<file path="config.mk">
export PLATFORM = sky130hd
export DESIGN_NAME = op_loader
export DESIGN_NICKNAME = d
export VERILOG_FILES = /design/src/rtl/op_loader.sv
export SDC_FILE = /design/constraint.sdc
export NUM_CORES = 1
export LEC_CHECK = 0
export BUFFER_PORTS_ARGS = -buffer_cell sky130_fd_sc_hd__buf_2
export CORE_MARGIN = 2
export CORE_UTILIZATION = 30
export CTS_BUF_LIST = sky130_fd_sc_hd__clkbuf_4
export CTS_CLUSTER_DIAMETER = 50
export DETAILED_ROUTE_END_ITERATION = 8
export PLACE_DENSITY_LB_ADDON = 0.2
export SYNTH_ARGS = -nofsm -noshare
export SYNTH_HDL_FRONTEND = slang
export SYNTH_SLANG_ARGS = --single-unit
</file>
<file path="constraint.sdc">
create_clock -name clk -period 3.7 [get_ports clk]
set_input_delay 0 -clock clk [delete_from_list [all_inputs] [get_ports clk]]
set_output_delay 0 -clock clk [all_outputs]
set_load 0.01 [all_outputs]
</file>
<file path="src/rtl/op_loader.sv">
// Framed host byte loader for op RAM: SYNC, addr, len, data..., [cksum].
// Define OPLOAD_CKSUM_EN to require and verify the trailing checksum byte.
module op_loader #(
    parameter logic [7:0] SYNC    = 8'hA5,
    parameter int         TIMEOUT = 1023
) (
    input  logic       clk,
    input  logic       rst,
    input  logic       in_valid,
    output logic       in_ready,
    input  logic [7:0] in_data,
    output logic       write,
    output logic [7:0] writeop,
    output logic [7:0] addr,
    output logic       cpu_hold,
    output logic       busy,
    output logic       done,
    output logic       err
);

    typedef enum logic [2:0] {
        IDLE,
        ADDR,
        LEN,
        DATA,
`ifdef OPLOAD_CKSUM_EN
        CKSUM,
`endif
        DONE
    } state_t;

    state_t      state;
    state_t      nxt;
    logic        accept;
    logic        waiting;
    logic        tmo_hit;
    logic        bad;
    logic [7:0]  ptr;
    logic [8:0]  cnt;
    logic [9:0]  tmo;
    logic        hold;
    logic        err_q;
`ifdef OPLOAD_CKSUM_EN
    logic [7:0]  sum;
`endif

    assign in_ready = (state != DONE);
    assign busy     = (state != IDLE);
    assign done     = (state == DONE);
    assign cpu_hold = hold;
    assign err      = err_q;
    assign accept   = in_valid && in_ready;

    // Only the mid-frame states wait on the host.
    assign waiting  = busy && !done;
    assign tmo_hit  = waiting && !accept
                    && (tmo == 10'(TIMEOUT - 1));

    always_comb begin
        nxt = state;
        bad = 1'b0;
        unique case (state)
            IDLE: begin
                if (accept && in_data == SYNC) begin
                    nxt = ADDR;
                end
            end
            ADDR: begin
                if (accept) begin
                    nxt = LEN;
                end
            end
            LEN: begin
                if (accept) begin
                    nxt = DATA;
                end
            end
            DATA: begin
                if (accept && cnt == 9'd1) begin
`ifdef OPLOAD_CKSUM_EN
                    nxt = CKSUM;
`else
                    nxt = DONE;
`endif
                end
            end
`ifdef OPLOAD_CKSUM_EN
            CKSUM: begin
                if (accept) begin
                    if (in_data == sum) begin
                        nxt = DONE;
                    end else begin
                        nxt = IDLE;
                        bad = 1'b1;
                    end
                end
            end
`endif
            DONE: begin
                nxt = IDLE;
            end
            default: begin
                nxt = IDLE;
            end
        endcase
        // Acceptance wins over expiry: tmo_hit already excludes it.
        if (tmo_hit) begin
            nxt = IDLE;
            bad = 1'b1;
        end
    end

    always_ff @(posedge clk or negedge rst) begin
        if (!rst) begin
            state <= IDLE;
        end else begin
            state <= nxt;
        end
    end

    always_ff @(posedge clk or negedge rst) begin
        if (!rst) begin
            ptr     <= 8'h00;
            cnt     <= 9'd0;
            tmo     <= 10'd0;
            hold    <= 1'b0;
            err_q   <= 1'b0;
            write   <= 1'b0;
            writeop <= 8'h00;
            addr    <= 8'h00;
        end else begin
            write <= 1'b0;
            if (waiting && !accept) begin
                tmo <= tmo + 10'd1;
            end else begin
                tmo <= 10'd0;
            end
            if (accept) begin
                unique case (state)
                    IDLE: begin
                        if (in_data == SYNC) begin
                            err_q <= 1'b0;
                            hold  <= 1'b1;
                        end
                    end
                    ADDR: begin
                        ptr <= in_data;
                    end
                    LEN: begin
                        cnt <= (in_data == 8'h00) ? 9'd256
                                                  : {1'b0, in_data};
                    end
                    DATA: begin
                        write   <= 1'b1;
                        writeop <= in_data;
                        addr    <= ptr;
                        ptr     <= ptr + 8'd1;
                        cnt     <= cnt - 9'd1;
                    end
                    default: begin
                    end
                endcase
            end
            if (bad) begin
                err_q <= 1'b1;
            end
            if (nxt == DONE) begin
                hold <= 1'b0;
            end
        end
    end

`ifdef OPLOAD_CKSUM_EN
    always_ff @(posedge clk or negedge rst) begin
        if (!rst) begin
            sum <= 8'h00;
        end else if (accept) begin
            if (state == ADDR) begin
                sum <= in_data;
            end else if (state == LEN || state == DATA) begin
                sum <= sum + in_data;
            end
        end
    end
`endif

endmodule

</file>
# == After elaboration in Yosys (flattened, before gate mapping) ==
# Cells that the tools add are included.
# totals
word_cells,66
inputBits,11
output_inout_bits,22
ff_bits,49
# classes
addsub,3
n_eq_ne,9
muxes,21
n_reduce_logical,24
# ops
operator,count
case mux 9 bit (2 select lines),1
case mux 8 bit (2 select lines),1
nonzero test 2 bit,8
2-to-1 mux 3 bit,5
case mux 3 bit (4 select lines),1
2-to-1 mux 1 bit,11
adder 10 x 1 -> 10 bit (second input constant),1
== test 10 bit (second input constant),1
2-to-1 mux 10 bit,1
== test 9 x 1 -> 1 bit (second input constant),1
2-to-1 mux 9 bit,1
subtractor 9 x 1 -> 9 bit (second input constant),1
adder 8 x 1 -> 8 bit (second input constant),1
== test 8 bit (second input constant),1
zero test 8 bit,1
== test 3 x 2 -> 1 bit (second input constant),2
== test 3 bit (second input constant),2
logical AND 1 bit,6
AND reduction 2 bit,3
AND reduction 3 bit,2
== test 3 x 1 -> 1 bit (second input constant),1
zero test 3 bit,1
inequality test 3 bit (second input constant),1
nonzero test 3 bit,1
zero test 1 bit,2

# == Depth between registers and ports, before layout ==
# Gate-level depths: netlist of the first run.
# depth
word_depth,9
depth_mapped,6
depth_no_buf,6

# == Worst setup path after synthesis of the first run ==
# Ideal clock, no wire load.
# synth_path
kind,register to register
from,register cnt[0]
to,register cnt[6]
t_arrival_ns,1.377
period_less_slack_ns,1.511
path_stages_with_launch,7
path_buffers,0
required_ns,3.566
slack_ns,2.189
setup_time_ns,0.134
path_cell_list,dfrtp_1 inv_1 ha_1 nor3b_1 a21oi_1 o21ai_0 o21ai_0
# synth_between
elab_chain_cells,2
# synth_lines
item,line_no,text
"start, declared",39,logic [8:0] cnt;
"start signal, assigned",150,cnt <= (in_data == 8'h00) ? 9'd256
"start signal, assigned",158,cnt <= cnt - 9'd1;
subtractor 9 x 1 -> 9 bit,158,
case mux 9 bit (2 select lines),139,unique case (state)
# Every way passes these cells.
# A chain may end at the register's enable or synchronous reset.

# == Worst setup path in the final report of the first run ==
# layout_path
from,register state[1]
to,register writeop[2]
# layout_between
elab_chain_cells,3
elab_cells_between_ends,4
cone_classes,2 x eq/ne; 2 x reduce/logical
# layout_lines
item,line_no,text
"start, declared",32,state_t state;
"start signal, assigned",117,state <= nxt;
inequality test 3 bit,47,assign in_ready = (state != DONE);
logical AND 1 bit,52,assign accept = in_valid && in_ready;
AND reduction 2 bit (no source line) (*),n/a,
"end signal, assigned",155,writeop <= in_data;
"end, declared",13,"output logic [7:0] writeop,"
# Every way passes the cells marked *; elsewhere a longest branch is shown, timed or not.

==> results of run 1 <==
-- metal layers --
metal | global-route usage | part of all wire
met5 | 0 | 0
met4 | 0.0515 | 0.015
met3 | 0.0274 | 0.034
met2 | 0.209 | 0.47
met1 | 0.188 | 0.48
-- worst max-delay path, stage by stage (launching register included) --
cell,delay (ps)
dfrtp_1,540
and3b_1,290
nand2_1,640
mux2_2,410
-- kinds of logic (layout without fill, tap and decap cells) --
family / after synthesis / after routing
compound gates: 58 / 58
xor+xnor: 6 / 6
fa+ha+maj: 5 / 5
buf+inv: 21 / 61
flops: 49 / 49
mux: 17 / 17
simple gates: 83 / 83
-- power breakdown --
part           internal, mW  switching, mW  total, mW
clock network        0.0757          0.192      0.268
logic                 0.333          0.400      0.733
registers             0.717          0.169      0.885
-- worst max path at each step --
stage / cells after the start / startpoint / end / slack, ps
after floorplan: 6 / cnt[0]$_DFFE_PN0P_ / cnt[6]$_DFFE_PN0P_ / 2190
after global placement: 3 / state[1]$_DFF_PN0_ / writeop[2]$_DFFE_PN0P_ / 1760
after detailed placement: 3 / state[1]$_DFF_PN0_ / writeop[2]$_DFFE_PN0P_ / 1700
after CTS: 3 / state[1]$_DFF_PN0_ / writeop[2]$_DFFE_PN0P_ / 1680
after global routing: 3 / state[1]$_DFF_PN0_ / addr[7]$_DFFE_PN0P_ / 1510
final: 3 / state[1]$_DFF_PN0_ / writeop[2]$_DFFE_PN0P_ / 1720
-- Yosys cell counts, drive strengths merged --
library cell   n
ha             5
o211ai         1
xnor2          4
a22oi          5
nand4          4
a211oi         1
o21bai         1
a21oi         18
nor2b          2
nand2         14
nand3         12
inv           10
and3b          3
or3            3
or2            1
a221oi         1
and3           2
clkbuf         4
a21boi         1
dfrtp         49
nand3b         3
nor4           4
buf            7
o211a          1
nor2          19
xor2           2
nor3b          2
a221o          1
and4b          1
nand2b         1
mux2i          1
or4            2
o21ai         21
mux2          16
o22ai          3
a31oi          2
nor3           8
a21o           1
and2           2
o22a           1
-- per-stage QoR --
| step | utilization | worst slack (ps) | area (um^2) | hold slack, ps | total power, mW |
|---|---|---|---|---|---|
| 2_1_floorplan | - | 2190 | 2400 | -296 | 1.40 |
| 3_3_place_gp | 0.342 | 1760 | 2640 | 162 | 1.62 |
| 3_5_place_dp | 0.342 | 1700 | 2640 | 159 | 1.63 |
| 4_1_cts | 0.362 | 1680 | 2800 | 248 | 1.91 |
| 5_1_grt | 0.362 | 1510 | 2800 | 290 | 2.05 |
| 6_report | 0.362 | 1720 | 2800 | 231 | 1.89 |
-- state kept, by name (all words and copies together) (netlist names) --
name and count:
writeop 8, state 3, tmo 10, cnt 9, err 1, write 1
cpu_hold 1, addr 8, ptr 8
-- repair_timing --
item,in CTS,in global routing
hold buffers,10,0
endpoints found under the setup margin,0,0
setup buffers,0,0
endpoints found under the hold margin,68,0
-- final cells by class --
class,instances,area share
Timing Repair Buffer,43,0.0956
Multi-Input combinational cell,169,0.387
Inverter,10,0.0134
Clock buffer,5,0.0134
Sequential cell,49,0.438
Tap cell,102,0.0456
Clock inverter,3,0.00760
-- cells in the final DEF (no fill, tap or decap), types with 2 or more instances in the layout --
cell	count
xor2_1	2
a21oi_1	18
o22ai_1	3
a31oi_1	2
ha_1	5
nor2_1	18
a22oi_1	5
nand4_1	4
buf_2	32
nand3b_1	3
xnor2_1	4
nor2b_1	2
dfrtp_1	49
nor4_1	4
and3b_1	3
inv_1	10
nand2_1	14
and2_1	2
or3_1	3
dlygate4sd3_1	10
and3_1	2
mux2_2	16
nor3_1	8
nor3b_1	2
o21ai_0	21
nand3_1	12
clkbuf_4	5
==> metrics.txt, run 1 <==
outcome=complete, no violations; simple-gate portion of the synthesized area=0.183; R2R Setup Slk=between 1500 and 2000 ps; Setup TNS Final=0 ps; Port Buffers=32; H-tree lvl count=2; top post-synthesis cells by area=dfrtp_1, mux2_2, o21ai_0; fin crit share=0.536; CP Launch Type=flop; routed len/inst=around 14 um; Worst R2R End=writeop[2]$_DFFE_PN0P_; crit path max fanout=21; global-route wire length before repair=9190 um; Rel. slew slack=0.432; Final Hold Fails=0; CTS tree=done; worst clock skew=between 10 and 15 ps; Syn Inst Count=between 200 and 250; Final Setup Violations=0; Setup CP Type=flop to flop; Yosys warning total=0; Synth Area per Inst=~10 um^2; clock sink total=just under 50; die footprint=approximately 8700 um^2; post-synth top area share=0.511; pin count of the biggest net entering global routing=50; # DRC=0; Vias/cell=approximately 5; Synth Area in Compound Gates=0.141; die width=93.4 um; CTS-repair resized insts=0; Pwr Density=between 600 and 700 nW/um^2; Clock Pin Slew Worst Setup and Hold Paths=~160 ps; setup repair after global routing missed its margin=no; Synth Area in XOR/XNOR=0.0219; vias in the first global route=~1800; Max-cap violations=0; CTS buffer count=5; Fmax=504 MHz; clock root buffer=clkbuf_4; fillers=798; multi-input combinational cell area=around 1100 um^2; placed cells=between 300 and 400; Critical Path AT=~2300 ps; CP Data Required Time=about 4000 ps; number of synthesized register bits=49; die height=93.4 um; Starting Density=0.310; Hold Crit Class=primary input to asynchronous set/reset pin; vias=~1900; nets@finish=between 200 and 300; post-synth net total=255; Final Slew Violations=0; antenna violations before repair=0; I/O pin count=33; reg-to-reg startpoint=state[1]$_DFF_PN0_; final wirelength=around 5500 um; grt ovf=0; clock buffer depth=2; crit end category=flop; synth unique cells=43; reg2reg path depth=3; core area=7730 um^2; Leakage=between 1 and 1.5 nW; FF/Latch Area=around 1200 um^2; mux share of post-synthesis cell area=0.0793; share of cells above drive strength 1=0.215; share of the yosys chip area belonging to registers=0.511; Synth area leader=dfrtp_1; Clock Latency Late Sink=about 390 ps; P&R area growth vs syn=16.8%; Worst-Margin Slew=roughly 850 ps; HPWL Detailed=~3800 um; Non-Filler Instances=around 380; Diodes inserted=0; Tot GR Track Use=0.135; Core Rows=32; largest family of logic cells by synthesized area=simple AND/OR/NAND/NOR gates; fin crit period=slightly below 2000 ps; Post-Syn Area=~2400 um^2; First DRT Iteration DRCs=82; First-pass DRT Iterations=4; post-synthesis adder-cell area fraction=0.0261; routability-driven placement congestion ratio=0.791; Max VDD drop=~0.00027 V; Final ANT Viol Nets=0
Power figures use the tool's default switching activity.
==> run 2: changes to the inputs <==
==> constraint.sdc (replaced) <==
create_clock -name clk -period 1.8 [get_ports clk]
set_input_delay 0 -clock clk [delete_from_list [all_inputs] [get_ports clk]]
set_output_delay 0 -clock clk [all_outputs]
set_load 0.01 [all_outputs]
==> metrics.txt, run 2 (synthesis gave the netlist of run 1 again) <==
reg2reg path depth=4; final wirelength=5560 um; Top reg by flops=tmo; CTS tree=done; Clock Latency Late Sink=~370 ps; Hold Crit Class=primary input to asynchronous set/reset pin; Top Registers=tmo: 10 flops, cnt: 9 flops; global-route wire length before repair=just over 9000 um; reg-to-reg startpoint=cnt[4]$_DFFE_PN0P_; HPWL Detailed=4020 um; P&R area growth vs syn=22.1%; core area=7730 um^2; Final ANT Viol Nets=0; critical path, cell by cell=nor4_1, nand4_1, a21oi_1, a211oi_1; crit end category=flop; # DRC=0; R2R Setup Slk=around 180 ps; CP peak stage delay=roughly 470 ps; Setup TNS Final=0 ps; DP Area=about 2700 um^2; most common cell after layout, fill and taps aside=dfrtp_1; nets@finish=just over 300; Leakage=1.26 nW; cell area after layout=between 2000 and 3000 um^2; worst path bufs/invs=0; CTS buffer count=5; CP Data Required Time=just over 2000 ps; highest-count cells in the layout ignoring fill and taps=dfrtp_1, buf_2, o21ai_0, nor2_1, a21oi_1; fin crit share=0.901; Final Slew Violations=0; die height=a little over 90 um; Max-cap violations=0; routability-driven placement congestion ratio=0.824; DRT met1 WL=around 2700 um; routed len/inst=approximately 14 um; fin crit period=1620 ps; clock root buffer=clkbuf_4; Worst R2R End=state[0]$_DFF_PN0_; worst clock skew=16.7 ps; clock buffer depth=2; Worst-Margin Slew=497 ps; I/O pin count=33; Final Setup Violations=0; max reg flops=10; grt ovf=0; met2 wire len=~2600 um; CTS-repair resized insts=0; Setup CP Type=flop to flop; setup repair after global routing missed its margin=no; Final WS setup=179 ps; DR top layer=met4; Place WS=124 ps; CP Launch Type=flop; Tot GR Track Use=0.135; pin count of the biggest net entering global routing=32; First DRT Iteration DRCs=between 90 and 100; First-pass DRT Iterations=4; die width=about 93 um; share of cells above drive strength 1=0.241; antenna violations before repair=0; Vias/cell=between 4 and 5; Max VDD drop=approximately 0.0004 V; Port Buffers=32; met3 wire len=~260 um; placed cells=369; Pwr Density=roughly 1400 nW/um^2; Starting Density=0.310; Final Hold Fails=0; Critical Path AT=between 1500 and 2000 ps; Diodes inserted=0; crit path max fanout=6; Fmax=617 MHz; clock sink total=a little under 50; largest delay contributor family on the critical path=simple AND/OR/NAND/NOR gates; Clock Pin Slew Worst Setup and Hold Paths=around 160 ps; Rel. slew slack=0.667; Core Rows=32; Non-Filler Instances=a little under 400; die footprint=8720 um^2; slowest stage cell, crit path=dfrtp_1; H-tree lvl count=2; vias=1942; Hold WS=92.3 ps; vias in the first global route=~1800; outcome=complete, no violations
-- run 2: cell types whose count changed in the layout (fill, tap and decap cells not counted) --
cell | before | now
buf_12 | 0 | 2
clkinv_1 | 0 | 1
bufinv_16 | 0 | 1
inv_6 | 1 | 0
buf_4 | 1 | 10
clkinv_2 | 1 | 0
-- run 2: how the worst max path moves through the flow --
stage	start	to	depth (start not counted)	slack, ps
global route	cnt[4]$_DFFE_PN0P_	state[0]$_DFF_PN0_	4	50
global placement	state[0]$_DFF_PN0_	cnt[1]$_DFFE_PN0P_	4	90
finish	cnt[4]$_DFFE_PN0P_	state[0]$_DFF_PN0_	4	180
detailed placement	state[0]$_DFF_PN0_	cnt[1]$_DFFE_PN0P_	4	120
floorplan	cnt[0]$_DFFE_PN0P_	cnt[6]$_DFFE_PN0P_	6	290
CTS	state[0]$_DFF_PN0_	cnt[2]$_DFFE_PN0P_	4	100
-- run 2: stage by stage --
step                power (mW)   util
floorplan                 2.87      -
global placement          3.42  0.351
detailed placement        3.43  0.351
CTS                       4.11  0.374
global route              4.51  0.379
finish                    4.17  0.379
-- run 2: per-layer routing --
metal,track usage,vias to the layer above
met5,0,-
met4,0.0502,0
met3,0.0322,7
met2,0.206,40
met1,0.185,933
li1,-,962
-- run 2: cell type report --
cell class              count  area (um^2)
flip-flops and latches     49         1230
multi-input cells         169         1080
fillers                   798         4800
inverters                  10         37.5
clock inverters             3         41.3
clock buffers               5         37.5
well taps                 102          128
repair buffers             54          375
-- run 2: report_power, final --
group          internal (mW)  switching (mW)  total [mW]
clock network          0.288           0.368       0.656
logic                  0.831           0.881        1.71
registers               1.47           0.328        1.80
-- run 2: repair_timing --
action / in CTS / in global routing
hold endpoints to repair: 67 / 0
hold buffers: 10 / 0
buffers inserted: 0 / 5
setup endpoints to repair: 0 / 3
-- run 2: worst register-to-register path, delay by kind of cell, from the launching register on --
kind / cells / cell delay [ps]
DFF: 1 / 470
and+or+nand+nor: 2 / 720
AOI/OAI and AO/OA: 2 / 310
